===== config.mk =====
export PLATFORM = sky130hd
export DESIGN_NAME = fetch_queue
export DESIGN_NICKNAME = d
export VERILOG_FILES = /design/src/rtl/proc_pkg.sv /design/src/rtl/fetch_queue_mem.sv /design/src/rtl/fetch_queue.sv
export SDC_FILE = /design/constraint.sdc
export NUM_CORES = 1
export LEC_CHECK = 0
export CAP_MARGIN = 20
export CELL_PAD_IN_SITES_DETAIL_PLACEMENT = 1
export CELL_PAD_IN_SITES_GLOBAL_PLACEMENT = 1
export CORE_MARGIN = 3
export CORE_UTILIZATION = 49
export DETAILED_ROUTE_END_ITERATION = 6
export PLACE_DENSITY_LB_ADDON = 0.1
export SLEW_MARGIN = 15
export SYNTH_ARGS = -nofsm -noshare
export SYNTH_HDL_FRONTEND = slang
export SYNTH_SLANG_ARGS = --single-unit

===== constraint.sdc =====
create_clock -name clk -period 5.8 [get_ports clk]
set_input_delay 0.87 -clock clk [delete_from_list [all_inputs] [get_ports clk]]
set_output_delay 0.87 -clock clk [all_outputs]
set_load 0.03 [all_outputs]

===== src/rtl/proc_pkg.sv =====
// Shared processor constants used by the fetch stage.
//   NOP_INSTR : word presented to decode when there is no valid instruction
//   OP_HALT   : opcode field (bits [15:11]) that stops instruction fetch
//   PC_INC    : byte increment between sequential instructions
//   FQ_DEPTH  : default prefetch queue depth
package proc_pkg;
   localparam logic [15:0] NOP_INSTR = 16'h0800;
   localparam logic [4:0]  OP_HALT   = 5'b00000;
   localparam logic [15:0] PC_INC    = 16'd2;
   localparam int          FQ_DEPTH  = 4;
endpackage


===== src/rtl/fetch_queue_mem.sv =====
// Prefetch queue storage: DEPTH x DW register array.
//   clk   : rising-edge clock
//   we    : write enable
//   waddr : write slot
//   wdata : write data
//   raddr : read slot
//   rdata : combinational read data
// Storage is intentionally unreset; the owner tracks validity with its count.
module fetch_queue_mem #(
   parameter int DEPTH = 4,
   parameter int PTR_W = 2,
   parameter int DW    = 32
) (
   input  logic             clk,
   input  logic             we,
   input  logic [PTR_W-1:0] waddr,
   input  logic [DW-1:0]    wdata,
   input  logic [PTR_W-1:0] raddr,
   output logic [DW-1:0]    rdata
);

   logic [DW-1:0] mem_q [DEPTH];

   always_ff @(posedge clk) begin
      if (we) mem_q[waddr] <= wdata;
   end

   assign rdata = mem_q[raddr];

endmodule


===== src/rtl/fetch_queue.sv =====
// Instruction fetch stage with prefetch FIFO between instruction memory and decode.
//   clk, rst           : clock, synchronous active-high reset
//   redirect/_pc       : EX branch/jump taken; flush queue and restart fetch at redirect_pc
//   stall              : decode does not consume the head entry this cycle
//   imem_addr/imem_data: same-cycle instruction memory read
//   id_instr/id_pc_inc : head entry {instr, pc+2}; NOP / 0 when id_valid=0
//   id_valid           : queue non-empty and no redirect this cycle
//   count              : occupancy 0..DEPTH
//   halted             : HALT word enqueued, fetching stopped until redirect
module fetch_queue
   import proc_pkg::*;
#(
   parameter int DEPTH = FQ_DEPTH,
   parameter int PTR_W = 2,
   parameter int WIDTH = 16
) (
   input  logic             clk,
   input  logic             rst,
   input  logic             redirect,
   input  logic [WIDTH-1:0] redirect_pc,
   input  logic             stall,
   output logic [WIDTH-1:0] imem_addr,
   input  logic [WIDTH-1:0] imem_data,
   output logic [WIDTH-1:0] id_instr,
   output logic [WIDTH-1:0] id_pc_inc,
   output logic             id_valid,
   output logic [PTR_W:0]   count,
   output logic             halted
);

   localparam logic [PTR_W:0] FULL = DEPTH[PTR_W:0];

   logic [WIDTH-1:0]   fetch_pc_q, fetch_pc_d;
   logic [PTR_W-1:0]   head_q, head_d, tail_q, tail_d;
   logic [PTR_W:0]     count_q, count_d;
   logic               halted_q, halted_d;
   logic               push, pop, is_halt;
   logic [WIDTH-1:0]   pc_next;
   logic [2*WIDTH-1:0] rdata;

   assign pc_next  = fetch_pc_q + WIDTH'(PC_INC);
   assign id_valid = (count_q != '0) & ~redirect;
   assign pop      = id_valid & ~stall;
   // A pop frees a slot in the same cycle, so a full queue still accepts a push.
   assign push     = ~redirect & ~halted_q & ((count_q != FULL) | pop);
   assign is_halt  = imem_data[WIDTH-1 -: 5] == OP_HALT;

   fetch_queue_mem #(
      .DEPTH(DEPTH),
      .PTR_W(PTR_W),
      .DW   (2*WIDTH)
   ) u_mem (
      .clk  (clk),
      .we   (push),
      .waddr(tail_q),
      .wdata({imem_data, pc_next}),
      .raddr(head_q),
      .rdata(rdata)
   );

   always_comb begin
      fetch_pc_d = fetch_pc_q;
      head_d     = head_q;
      tail_d     = tail_q;
      count_d    = count_q;
      halted_d   = halted_q;
      if (redirect) begin
         fetch_pc_d = redirect_pc;
         head_d     = '0;
         tail_d     = '0;
         count_d    = '0;
         halted_d   = 1'b0;
      end else begin
         if (pop) head_d = head_q + 1'b1;
         if (push) begin
            tail_d     = tail_q + 1'b1;
            fetch_pc_d = pc_next;
            if (is_halt) halted_d = 1'b1;
         end
         case ({push, pop})
            2'b10:   count_d = count_q + 1'b1;
            2'b01:   count_d = count_q - 1'b1;
            default: count_d = count_q;
         endcase
      end
   end

   always_ff @(posedge clk) begin
      if (rst) begin
         fetch_pc_q <= '0;
         head_q     <= '0;
         tail_q     <= '0;
         count_q    <= '0;
         halted_q   <= 1'b0;
      end else begin
         fetch_pc_q <= fetch_pc_d;
         head_q     <= head_d;
         tail_q     <= tail_d;
         count_q    <= count_d;
         halted_q   <= halted_d;
      end
   end

   assign imem_addr = fetch_pc_q;
   assign id_instr  = id_valid ? rdata[2*WIDTH-1:WIDTH] : WIDTH'(NOP_INSTR);
   assign id_pc_inc = id_valid ? rdata[WIDTH-1:0] : '0;
   assign count     = count_q;
   assign halted    = halted_q;

endmodule


Word level (Yosys, flattened, before mapping)
Memories as Yosys holds them, arrays and structs flattened. A register that Yosys moved wholly into a read port is not among the register bits.
Index checks and enable logic that the tools add are counted.
Widths: inputs -> output; s select.
{"block": "word_totals", "memories": 1, "output_inout_bits": 53, "input_bits": 36, "elab_cells": 37, "ramBits": 128, "register_bits": 24}
{"name": "u_mem.mem_q", "depth": 4, "width": 32, "rd": 1, "rd_ports_with_merged_regs": 1, "write_ports": 1, "line": "fetch_queue_mem.sv:22", "rtl": "logic [DW-1:0] mem_q [DEPTH];"}
{"block": "op_classes", "muxes": 9, "addsub": 5, "bitwise_logic": 8, "reduce_logical": 6, "eq_ne": 3}
{"operator": "$mux 16", "count": 4}
{"operator": "$add 16x2->16 const B", "count": 1}
{"operator": "$pmux 3 s2", "count": 1}
{"operator": "$logic_not 5->1", "count": 1}
{"operator": "$add 2x1->2 const B", "count": 2}
{"operator": "$and 1x1->1", "count": 4}
{"operator": "$mux 2", "count": 2}
{"operator": "$reduce_bool 2->1", "count": 2}
{"operator": "$add 3x1->3 const B", "count": 1}
{"operator": "$ne 3x3->1 const B", "count": 1}
{"operator": "$not 1->1", "count": 3}
{"operator": "$reduce_bool 3->1", "count": 1}
{"operator": "$sub 3x1->3 const B", "count": 1}
{"operator": "$eq 2x1->1 const B", "count": 1}
{"operator": "$eq 2x2->1 const B", "count": 1}
{"operator": "$mux 1", "count": 2}
{"operator": "$reduce_and 2->1", "count": 1}
{"operator": "$reduce_or 2->1", "count": 1}
{"operator": "$or 1x1->1", "count": 1}

Depth between registers and ports, before layout
Gate-level depths: netlist of run 1.
{"block": "depth", "ltp_word": 7, "ltp_mapped": 7}

Modules after synthesis
A second synthesis of run 1 with hierarchy kept.
{"block": "unflattened", "hier_cells": 400, "area_unflattened_um2": 6490.0}
{"mod": "fetch_queue_mem", "cells_per_inst": 171, "seq_area_each_um2": 3843.7, "n_inst": 1, "area_each_um2": 4689.5}
{"mod": "fetch_queue", "cells_per_inst": 229, "seq_area_each_um2": 480.5, "n_inst": 1, "area_each_um2": 1800.5}

Worst setup path before layout of run 1
No wires, ideal clock.
{"block": "synth_path", "path_type": "input to output", "startpoint": "in redirect", "endpoint": "out id_pc_inc[10]", "t_arrival_ns": 2.053, "path_stages": 4, "path_slack_ns": 2.877, "n_path_buf": 2, "cell_sequence": "clkbuf_1 -> nor2_1 -> clkbuf_1 -> and2_1"}
{"block": "synth_via", "elab_chain_len": 3}
{"element": "start: declaration", "line": "fetch_queue.sv:19", "rtl": "input logic redirect,"}
{"element": "$not 1->1", "line": "fetch_queue.sv:42", "rtl": "assign id_valid = (count_q != '0) & ~redirect;"}
{"element": "$and 1x1->1", "line": "fetch_queue.sv:42"}
{"element": "via id_valid", "line": "fetch_queue.sv:26", "rtl": "output logic id_valid,"}
{"element": "$mux 16", "line": "fetch_queue.sv:106", "rtl": "assign id_pc_inc = id_valid ? rdata[WIDTH-1:0] : '0;"}
{"element": "end: declaration", "line": "fetch_queue.sv:25", "rtl": "output logic [WIDTH-1:0] id_pc_inc,"}
The timed path passes the listed nets, and every way through them passes these cells.

Worst setup path after layout of run 1
{"block": "layout_path", "startpoint": "in redirect", "endpoint": "out id_pc_inc[6]"}
{"block": "layout_via", "elab_chain_len": 3}
{"element": "$not 1->1", "line": "fetch_queue.sv:42"}
{"element": "$and 1x1->1", "line": "fetch_queue.sv:42"}
{"element": "$mux 16", "line": "fetch_queue.sv:106"}
No other way between the ends.

==> metrics.cfg, run 1 <==
[timing]
fmax_ghz=0.251
rsz0062_at_grt=false
skew_ns=0.00791
setup_tns_ns=0
setup_slack_ns=1.82
setup_viol=0
hold_viol=0
fin_crit_ns=3.98
slew_violations=0
tightest_slew_ns=0.798
slew_headroom_pct=46.7
period_share_pct=68.7

[cts]
clock-sinks=154
cts_setup_buffers=0
clk-insertion-delay-late_ns=0.42
cts_buffers=17
cts_resized=0
clk_path_buf_depth=2
htreeDepth=4
clkTransAtPathRegs_ns=0.06
cts_hold_buf=0
cts_tree=built
root_buffer=clkbuf_16

[synthesis]
synth_top_area_share_pct=58.8
synthCells=414
yosysTopAreaCell=edfxtp_1
synth.distinct_cells=49
yosysWarnings=0
synth_common_cells=edfxtp_1, and2_1, mux4_2
async_flop_share_pct=0
synth_area_sq_mm=0.00654
syn_nets=456
synth_edf_count=128
synth_area_leaders=edfxtp_1, mux4_2, dfxtp_1, and2_1, xor2_1
synth_most_common_cell=edfxtp_1
yosysSeqAreaShare_pct=66.7
avgSynthCellArea_sq_um=15.8
ys_ff_latch=154
ys.flop_type=edfxtp_1

[placement]
place.gp.congestion=0.775
dpl.hpwl_um=8870
place.port_buffers=88
dp_slack_ns=1.42

[layout]
num_antenna_cells=0
finish.utilization_pct=64.7
synthToLayoutAreaGrowth_pct=26.9
nets=546
drive_gt1_share_pct=15.7

[critical_path]
arrival_ns=3.11
r2r-start=count[1]
end_kind=output pin
r2r_setup_slack_ns=3.22
start_kind=primary input
crit_start=redirect
worstSetupPathType=in2out
cp_max_fo=41
r2r_end=u_mem.mem_q[2][21]
cp.required_ns=4.93
reg2reg_depth=4

[detailed_routing]
drtAntennaViolNets=0
dr_total_vias=3826
wl_per_cell_um=21.2
viasPerCell=5.56
wl_um=14600
firstDrtPassIters=4
drcViolationCount=0
drt-initial-drc-count=259

[floorplanning]
start_util_pct=51.0
die_area_sq_mm=0.0148
rows=41
coreArea_sq_mm=0.0128
pin_count=89
die_h_um=122
die_w_um=122

[worst_hold_path]
hold_path.startpoint=head_q[0]
holdPathStages=2
hold_end=head_q[0]
hold_path.class=reg2reg

[power_and_ir_drop]
p_leak_uw=0.00281
powerDensity_mw_per_mm2=336
ir_drop_v=0.000221

[outcome]
status=finished clean

[global_routing]
grt_pass1_wl_um=23500
antenna_found_initial=0
grt_max_degree=42
grt_remaining_overflow=0
grt.total_usage_pct=21.5
grt_pass1_vias=4164

[flow_run]
drv_cap=0

state kept, by name, summed over array words and instances (netlist names), named ones only:
name / cells
count: 3
halted: 1
head_q: 2
imem_addr: 16
tail_q: 2
u_mem.mem_q: 128
worst max-delay path, stage by stage:
cell,delay (ns)
clkdlybuf4s50_1,0.39
buf_4,0.27
nor2_4,0.58
and2_1,0.27
clkdlybuf4s50_1,0.71
layout by cell type, fill, tap and decap left out, types with 3 or more instances in the layout:
master           netlist  final
inv_1                 22     22
nand2_1                5      5
nand4_1                4      4
xnor2_1               10     10
edfxtp_1             128    128
nor4_1                 9      9
and2_1                37     37
nor3_1                11     11
ha_1                   5      5
mux2i_1                3      3
nand3_1                4      4
bufinv_16              0      8
nor2_1                19     18
a21oi_1               11     11
dfxtp_1               26     25
mux4_2                32     32
a31oi_1                3      3
clkdlybuf4s50_1        0     88
clkbuf_16              0     17
xor2_1                15     15
o31a_1                 3      3
o21a_1                12     12
buf_4                  1      7
where the power goes:
| part | total, uW | switching [uW] | internal (uW) |
|---|---|---|---|
| clock | 1320 | 428 | 889 |
| combinational | 207 | 112 | 94.6 |
| sequential | 1260 | 25.6 | 1240 |
area by class of cell:
cell class              count  area, sq um
fillers                  1203         4530
flip-flops and latches    154         4370
multi-input cells         214         2000
repair buffers             95          933
clock buffers              18          429
clock inverters            13          273
well taps                 172          215
inverters                  22         82.6
metrics by stage:
step / instances / total power [uW] / area [sq um] / hold WS [ns]
6_report: 688 / 2790 / 8300 / 0.546
5_1_grt: 688 / 2870 / 8300 / 0.574
4_1_cts: 688 / 2810 / 8290 / 0.556
3_5_place_dp: 657 / 1490 / 7590 / 0.530
3_3_place_gp: 657 / 1480 / 7590 / 0.522
2_1_floorplan: 414 / 1400 / 6540 / 0.482
kinds of logic after synthesis:
family	share of synthesized area (%)
adders and majority gates	1.26
buffers and inverters	2.83
xor gates and xnor gates	3.35
DFF	66.7
and+or+nand+nor	10.1
AOI/OAI and AO/OA	4.19
muxes	11.5
per-layer routing:
metal / vias up / global-route usage, % / part of all wire [%]
li1: 1747 / - / -
met1: 1938 / 27.4 / 42
met2: 123 / 36.4 / 51
met3: 18 / 5.13 / 4.9
met4: 0 / 6.93 / 1.6
met5: - / 0 / 0
worst max path at each step:
stage,depth (start not counted),slack (ns),to
6_report,5,1.82,id_pc_inc[6]
5_1_grt,5,1.66,id_pc_inc[6]
4_1_cts,5,1.35,id_pc_inc[6]
3_5_place_dp,5,1.42,id_pc_inc[1]
3_3_place_gp,5,1.50,id_pc_inc[3]
2_1_floorplan,4,2.88,id_pc_inc[10]
No activity file was read; power rests on OpenSTA's default activity.
==> run 2: changes to the inputs <==
--- a/config.mk
+++ b/config.mk
@@ -9,7 +9,7 @@
 export CELL_PAD_IN_SITES_DETAIL_PLACEMENT = 1
 export CELL_PAD_IN_SITES_GLOBAL_PLACEMENT = 1
 export CORE_MARGIN = 3
-export CORE_UTILIZATION = 49
+export CORE_UTILIZATION = 41
 export DETAILED_ROUTE_END_ITERATION = 6
 export PLACE_DENSITY_LB_ADDON = 0.1
 export SLEW_MARGIN = 15
==> constraint.sdc (replaced) <==
create_clock -name clk -period 3.2 [get_ports clk]
set_input_delay 0.48 -clock clk [delete_from_list [all_inputs] [get_ports clk]]
set_output_delay 0.48 -clock clk [all_outputs]
set_load 0.03 [all_outputs]
==> run 2 against run 1 <==
  * Wire length shrank 5.4%
  * Final cell count grew 6.8%
  * Register-to-register slack lost 2.3 ns
  * Sequential share of layout area shrank 0.12 points
  * Flip-flop and latch count is the same
  * Utilization shrank 11 points
  * Sequential power grew 82%
  * Critical path depth shrank 2
  * Clock-buffer cell count grew 2
  * First-iteration DRC count shrank 13%
  * Worst hold slack lost 0.0053 ns
==> metrics.cfg, run 2 (same netlist as run 1, synthesis figures left out) <==
[outcome]
status=finished clean

[power_and_ir_drop]
p_leak_uw=0.00289
powerDensity_mw_per_mm2=555
ir_drop_v=0.000402

[global_routing]
grt_pass1_vias=4074
grt_max_degree=38
grt.total_usage_pct=16.5
antenna_found_initial=0
grt_pass1_wl_um=22200
grt_remaining_overflow=0

[timing]
fin_crit_ns=2.71
period_share_pct=84.6
rsz0062_at_grt=false
setup_viol=0
setup_slack_ns=0.491
setup_tns_ns=0
hold_viol=0
skew_ns=0.0135
fmax_ghz=0.369
slew_violations=0
slew_headroom_pct=50.3
tightest_slew_ns=0.743

[layout]
layout_common_cells=edfxtp_1, clkdlybuf4s50_1, and2_1, buf_4, mux4_2
nets=553
drive_gt1_share_pct=23.3
multi_input_area_sq_mm=0.00199
largest_register_ffs=128
num_antenna_cells=0
register_area_sq_mm=0.00437
synthToLayoutAreaGrowth_pct=27.2
largest-register=u_mem.mem_q
fillCellCount=1506
final_common_cell=edfxtp_1

[placement]
dp_slack_ns=0.461
place.gp.congestion=0.745
place.port_buffers=88
dpl.hpwl_um=9120

[critical_path]
cp_top_family=buffers and inverters
end_kind=output pin
cp.required_ns=2.72
slowest_delay_ns=0.60
r2r-start=imem_addr[2]
r2r_setup_slack_ns=0.95
cp_max_fo=3
cp_cell_sequence=mux4_2, or3_1, clkdlybuf4s50_1
start_kind=flip-flop
worstSetupPathType=reg2out
slowest_stage=clkdlybuf4s50_1
arrival_ns=2.23
critical_path_buf_inv_count=1

[detailed_routing]
drcViolationCount=0
firstDrtPassIters=4
viasPerCell=5.06
wl_per_cell_um=18.8
dr_total_vias=3716
drt-initial-drc-count=225
wl_um=13800
drtAntennaViolNets=0

[floorplanning]
coreArea_sq_mm=0.0154
die_area_sq_mm=0.0175
start_util_pct=42.4
rows=45
die_h_um=132
die_w_um=132
pin_count=89

[cts]
cts_setup_buffers=0
clock-sinks=154
htreeDepth=4
root_buffer=clkbuf_16
cts_hold_buf=0
cts_tree=built
cts_resized=0
clk_path_buf_depth=2
clk-insertion-delay-late_ns=0.42
clkTransAtPathRegs_ns=0.06
cts_buffers=17

[flow_run]
drv_cap=0

[worst_hold_path]
hold_path.class=reg2reg
hold_path.startpoint=head_q[1]

-- run 2: cell type report --
type,instances,share of cell area [%]
clock buffers,20,5.49
clock inverters,12,1.47
inverters,22,0.993
multi-input cells,214,24.0
flip-flops and latches,154,52.5
well taps,211,3.18
repair buffers,102,12.4
-- run 2: metal layers --
| metal | global-route usage [%] | vias to the layer above | part of all wire [%] |
|---|---|---|---|
| met2 | 26.9 | 87 | 50 |
| li1 | - | 1761 | - |
| met5 | 0 | - | 0 |
| met4 | 5.37 | 0 | 0.72 |
| met1 | 21.7 | 1861 | 46 |
| met3 | 4.47 | 7 | 3.8 |
-- run 2: tightest hold or removal path, cell delays in order, from the launching register on --
cell	delay (ns)
dfxtp_1	0.32
xor2_1	0.06
nor2_1	0.11
-- run 2: power breakdown --
part / internal (uW) / switching [uW] / total, uW
Combinational: 179 / 205 / 384
Clock: 1180 / 756 / 1940
Sequential: 2250 / 44.2 / 2290
-- run 2: path summary, 6_finish.rpt --
check | end | cells past startpoint
worst max-delay path | id_instr[11] | 3
worst min-delay path | head_q[1] | 2
worst min register to register | head_q[1] | 2
worst max register to register | u_mem.mem_q[3][13] | 4
-- run 2: stage by stage --
step | hold WS, ns | cell area [sq um] | utilization [%] | total power [uW] | instances
floorplan | 0.482 | 6540 | - | 2530 | 414
global placement | 0.518 | 7730 | 50.1 | 2710 | 703
detailed placement | 0.527 | 7730 | 50.1 | 2720 | 703
CTS | 0.551 | 8310 | 53.9 | 4680 | 735
global route | 0.574 | 8310 | 53.9 | 4790 | 735
finish | 0.541 | 8310 | 53.9 | 4610 | 735
==> run 3: changes to the inputs <==
--- a/config.mk
+++ b/config.mk
@@ -9,7 +9,7 @@
 export CELL_PAD_IN_SITES_DETAIL_PLACEMENT = 1
 export CELL_PAD_IN_SITES_GLOBAL_PLACEMENT = 1
 export CORE_MARGIN = 3
-export CORE_UTILIZATION = 41
+export CORE_UTILIZATION = 46
 export DETAILED_ROUTE_END_ITERATION = 6
 export PLACE_DENSITY_LB_ADDON = 0.1
 export SLEW_MARGIN = 15
==> constraint.sdc (replaced) <==
create_clock -name clk -period 2.54 [get_ports clk]
set_input_delay 0.381 -clock clk [delete_from_list [all_inputs] [get_ports clk]]
set_output_delay 0.381 -clock clk [all_outputs]
set_load 0.03 [all_outputs]
==> run 3 against run 2 <==
  * Global-route usage is 2.3 points higher
  * Non-clock buffer count increased by 5
  * First-iteration DRC count up 3.1%
  * Wire length is 2.2% higher
  * Sequential power rose by 26%
  * Worst hold slack better by 0.0027 ns
  * Flip-flop and latch count stayed put
  * Final area up 0.69%
  * Final cell count down 4.2%
  * Sequential share of layout area is 0.36 points lower
  * Clock-buffer cell count fell by 1
  * Largest cell class unchanged
  * Largest power group unchanged
==> metrics.cfg, run 3 (same netlist as run 1, synthesis figures left out) <==
[flow_run]
drv_cap=0

[layout]
synthToLayoutAreaGrowth_pct=28.0
final_common_cell=edfxtp_1
register_area_sq_mm=0.00437
fillCellCount=1297
drive_gt1_share_pct=23.5
num_antenna_cells=0
largest_register_ffs=128
multi_input_area_sq_mm=0.00200
largest-register=u_mem.mem_q
layout_common_cells=edfxtp_1, clkdlybuf4s50_1, buf_4, and2_1, mux4_2
nets=558

[detailed_routing]
drtAntennaViolNets=0
viasPerCell=5.38
drt-initial-drc-count=232
firstDrtPassIters=4
drcViolationCount=0
wl_um=14100
dr_total_vias=3791
wl_per_cell_um=20.1

[floorplanning]
pin_count=89
start_util_pct=48.2
die_area_sq_mm=0.0157
rows=42
die_w_um=125
die_h_um=125
coreArea_sq_mm=0.0136

[cts]
cts_buffers=17
cts_setup_buffers=0
cts_tree=built
clk-insertion-delay-late_ns=0.41
clock-sinks=154
clk_path_buf_depth=2
clkTransAtPathRegs_ns=0.06
root_buffer=clkbuf_16
htreeDepth=4

[placement]
place.port_buffers=88
place.gp.congestion=0.811
dpl.hpwl_um=9650

[outcome]
status=finished clean

[timing]
hold_ws_ns=0.544
rsz0062_at_grt=false
tightest_slew_ns=0.710
fmax_ghz=0.415
setup_tns_ns=0
slew_violations=0
hold_viol=0
slew_headroom_pct=52.2
skew_ns=0.0101
period_share_pct=94.9
fin_crit_ns=2.41
setup_viol=0

[worst_hold_path]
hold_path.class=in2reg

[critical_path]
end_kind=output pin
cp_top_family=multiplexers
cp.required_ns=2.16
critical_path_buf_inv_count=1
worstSetupPathType=reg2out
slowest_delay_ns=0.54
cp_max_fo=2
arrival_ns=2.03
slowest_stage=mux4_2
start_kind=flip-flop
cp_cell_sequence=mux4_2, or3_1, dlygate4sd2_1

[power_and_ir_drop]
p_int_uw=4580
combPwrFrac_pct=8.6
p_seq_share_pct=49.9
p_sw_uw=1200
p_leak_uw=0.00293
swShare_pct=20.8
powerDensity_mw_per_mm2=691
ir_drop_v=0.000414
clockPowerShare_pct=41.5
totalPowerFinal_uw=5780

[global_routing]
antenna_found_initial=0
grt_pass1_wl_um=22900
grt_pass1_vias=4247
grt.total_usage_pct=18.8
grt_max_degree=40
grt_remaining_overflow=0

[run 3: cell count changes in the layout (fill, tap and decap cells not counted), moves of 2 or more]
cell | before | now
and2_1 | 37 | 33
and2_2 | 0 | 4
buf_12 | 10 | 16
clkbuf_8 | 2 | 0
clkinv_1 | 0 | 5
clkinv_2 | 6 | 3
inv_6 | 2 | 0
[run 3: final timing paths]
check / start / endpoint / slack (ns) / depth (start not counted)
worst min register to register: tail_q[1] / tail_q[1] / 0.56 / 2
worst max-delay path: flip-flop / id_instr[11] / 0.13 / 3
worst max register to register: imem_addr[1] / imem_addr[13] / 0.36 / 5
worst min-delay path: redirect_pc[13] / imem_addr[13] / 0.54 / 3
[run 3: power groups by stage]
stage	Combinational, uW	Sequential (uW)	Clock, uW
final	495	2890	2400
after CTS	503	2890	2460
after detailed placement	500	2940	0
after floorplan	239	2950	0
after global routing	535	2890	2580
after global placement	487	2930	0
[run 3: worst reg2reg max path, stage by stage, from the launching register on]
cell	delay, ns
dfxtp_1	0.43
ha_1	0.30
nand3_1	0.27
nor4_1	0.61
a211oi_1	0.19
a2111oi_2	0.29
[run 3: cell type report]
type / count / area share, %
sequential: 154 / 52.1
multi-input combinational: 214 / 23.9
timing repair buffer: 107 / 13.6
clock buffer: 19 / 5.17
tap: 176 / 2.63
clock inverter: 12 / 1.57
inverter: 22 / 0.986
[run 3: timing repair]
| item | in CTS | in global routing |
|---|---|---|
| resized for setup | 1 | 0 |
| endpoints found under the setup margin | 1 | 0 |
| hold buffers | 0 | 0 |
[run 3: through the flow]
step	cell area [sq um]	setup WS [ns]	util, %	instances
6_report	8370	0.130	61.7	704
3_5_place_dp	7810	0.0320	57.6	673
2_1_floorplan	6540	0.209	-	414
3_3_place_gp	7810	0.140	57.6	673
4_1_cts	8370	0.0960	61.7	704
5_1_grt	8370	0.0626	61.7	704
[run 3: routing by layer]
| metal | part of all wire, % | wire [um] | vias up | track usage [%] |
|---|---|---|---|---|
| met5 | 0 | 0 | - | 0 |
| met4 | 1.5 | 214 | 0 | 6.89 |
| li1 | - | - | 1773 | - |
| met1 | 44 | 6180 | 1892 | 24.6 |
| met3 | 4.2 | 595 | 19 | 4.18 |
| met2 | 50 | 7130 | 107 | 31.0 |
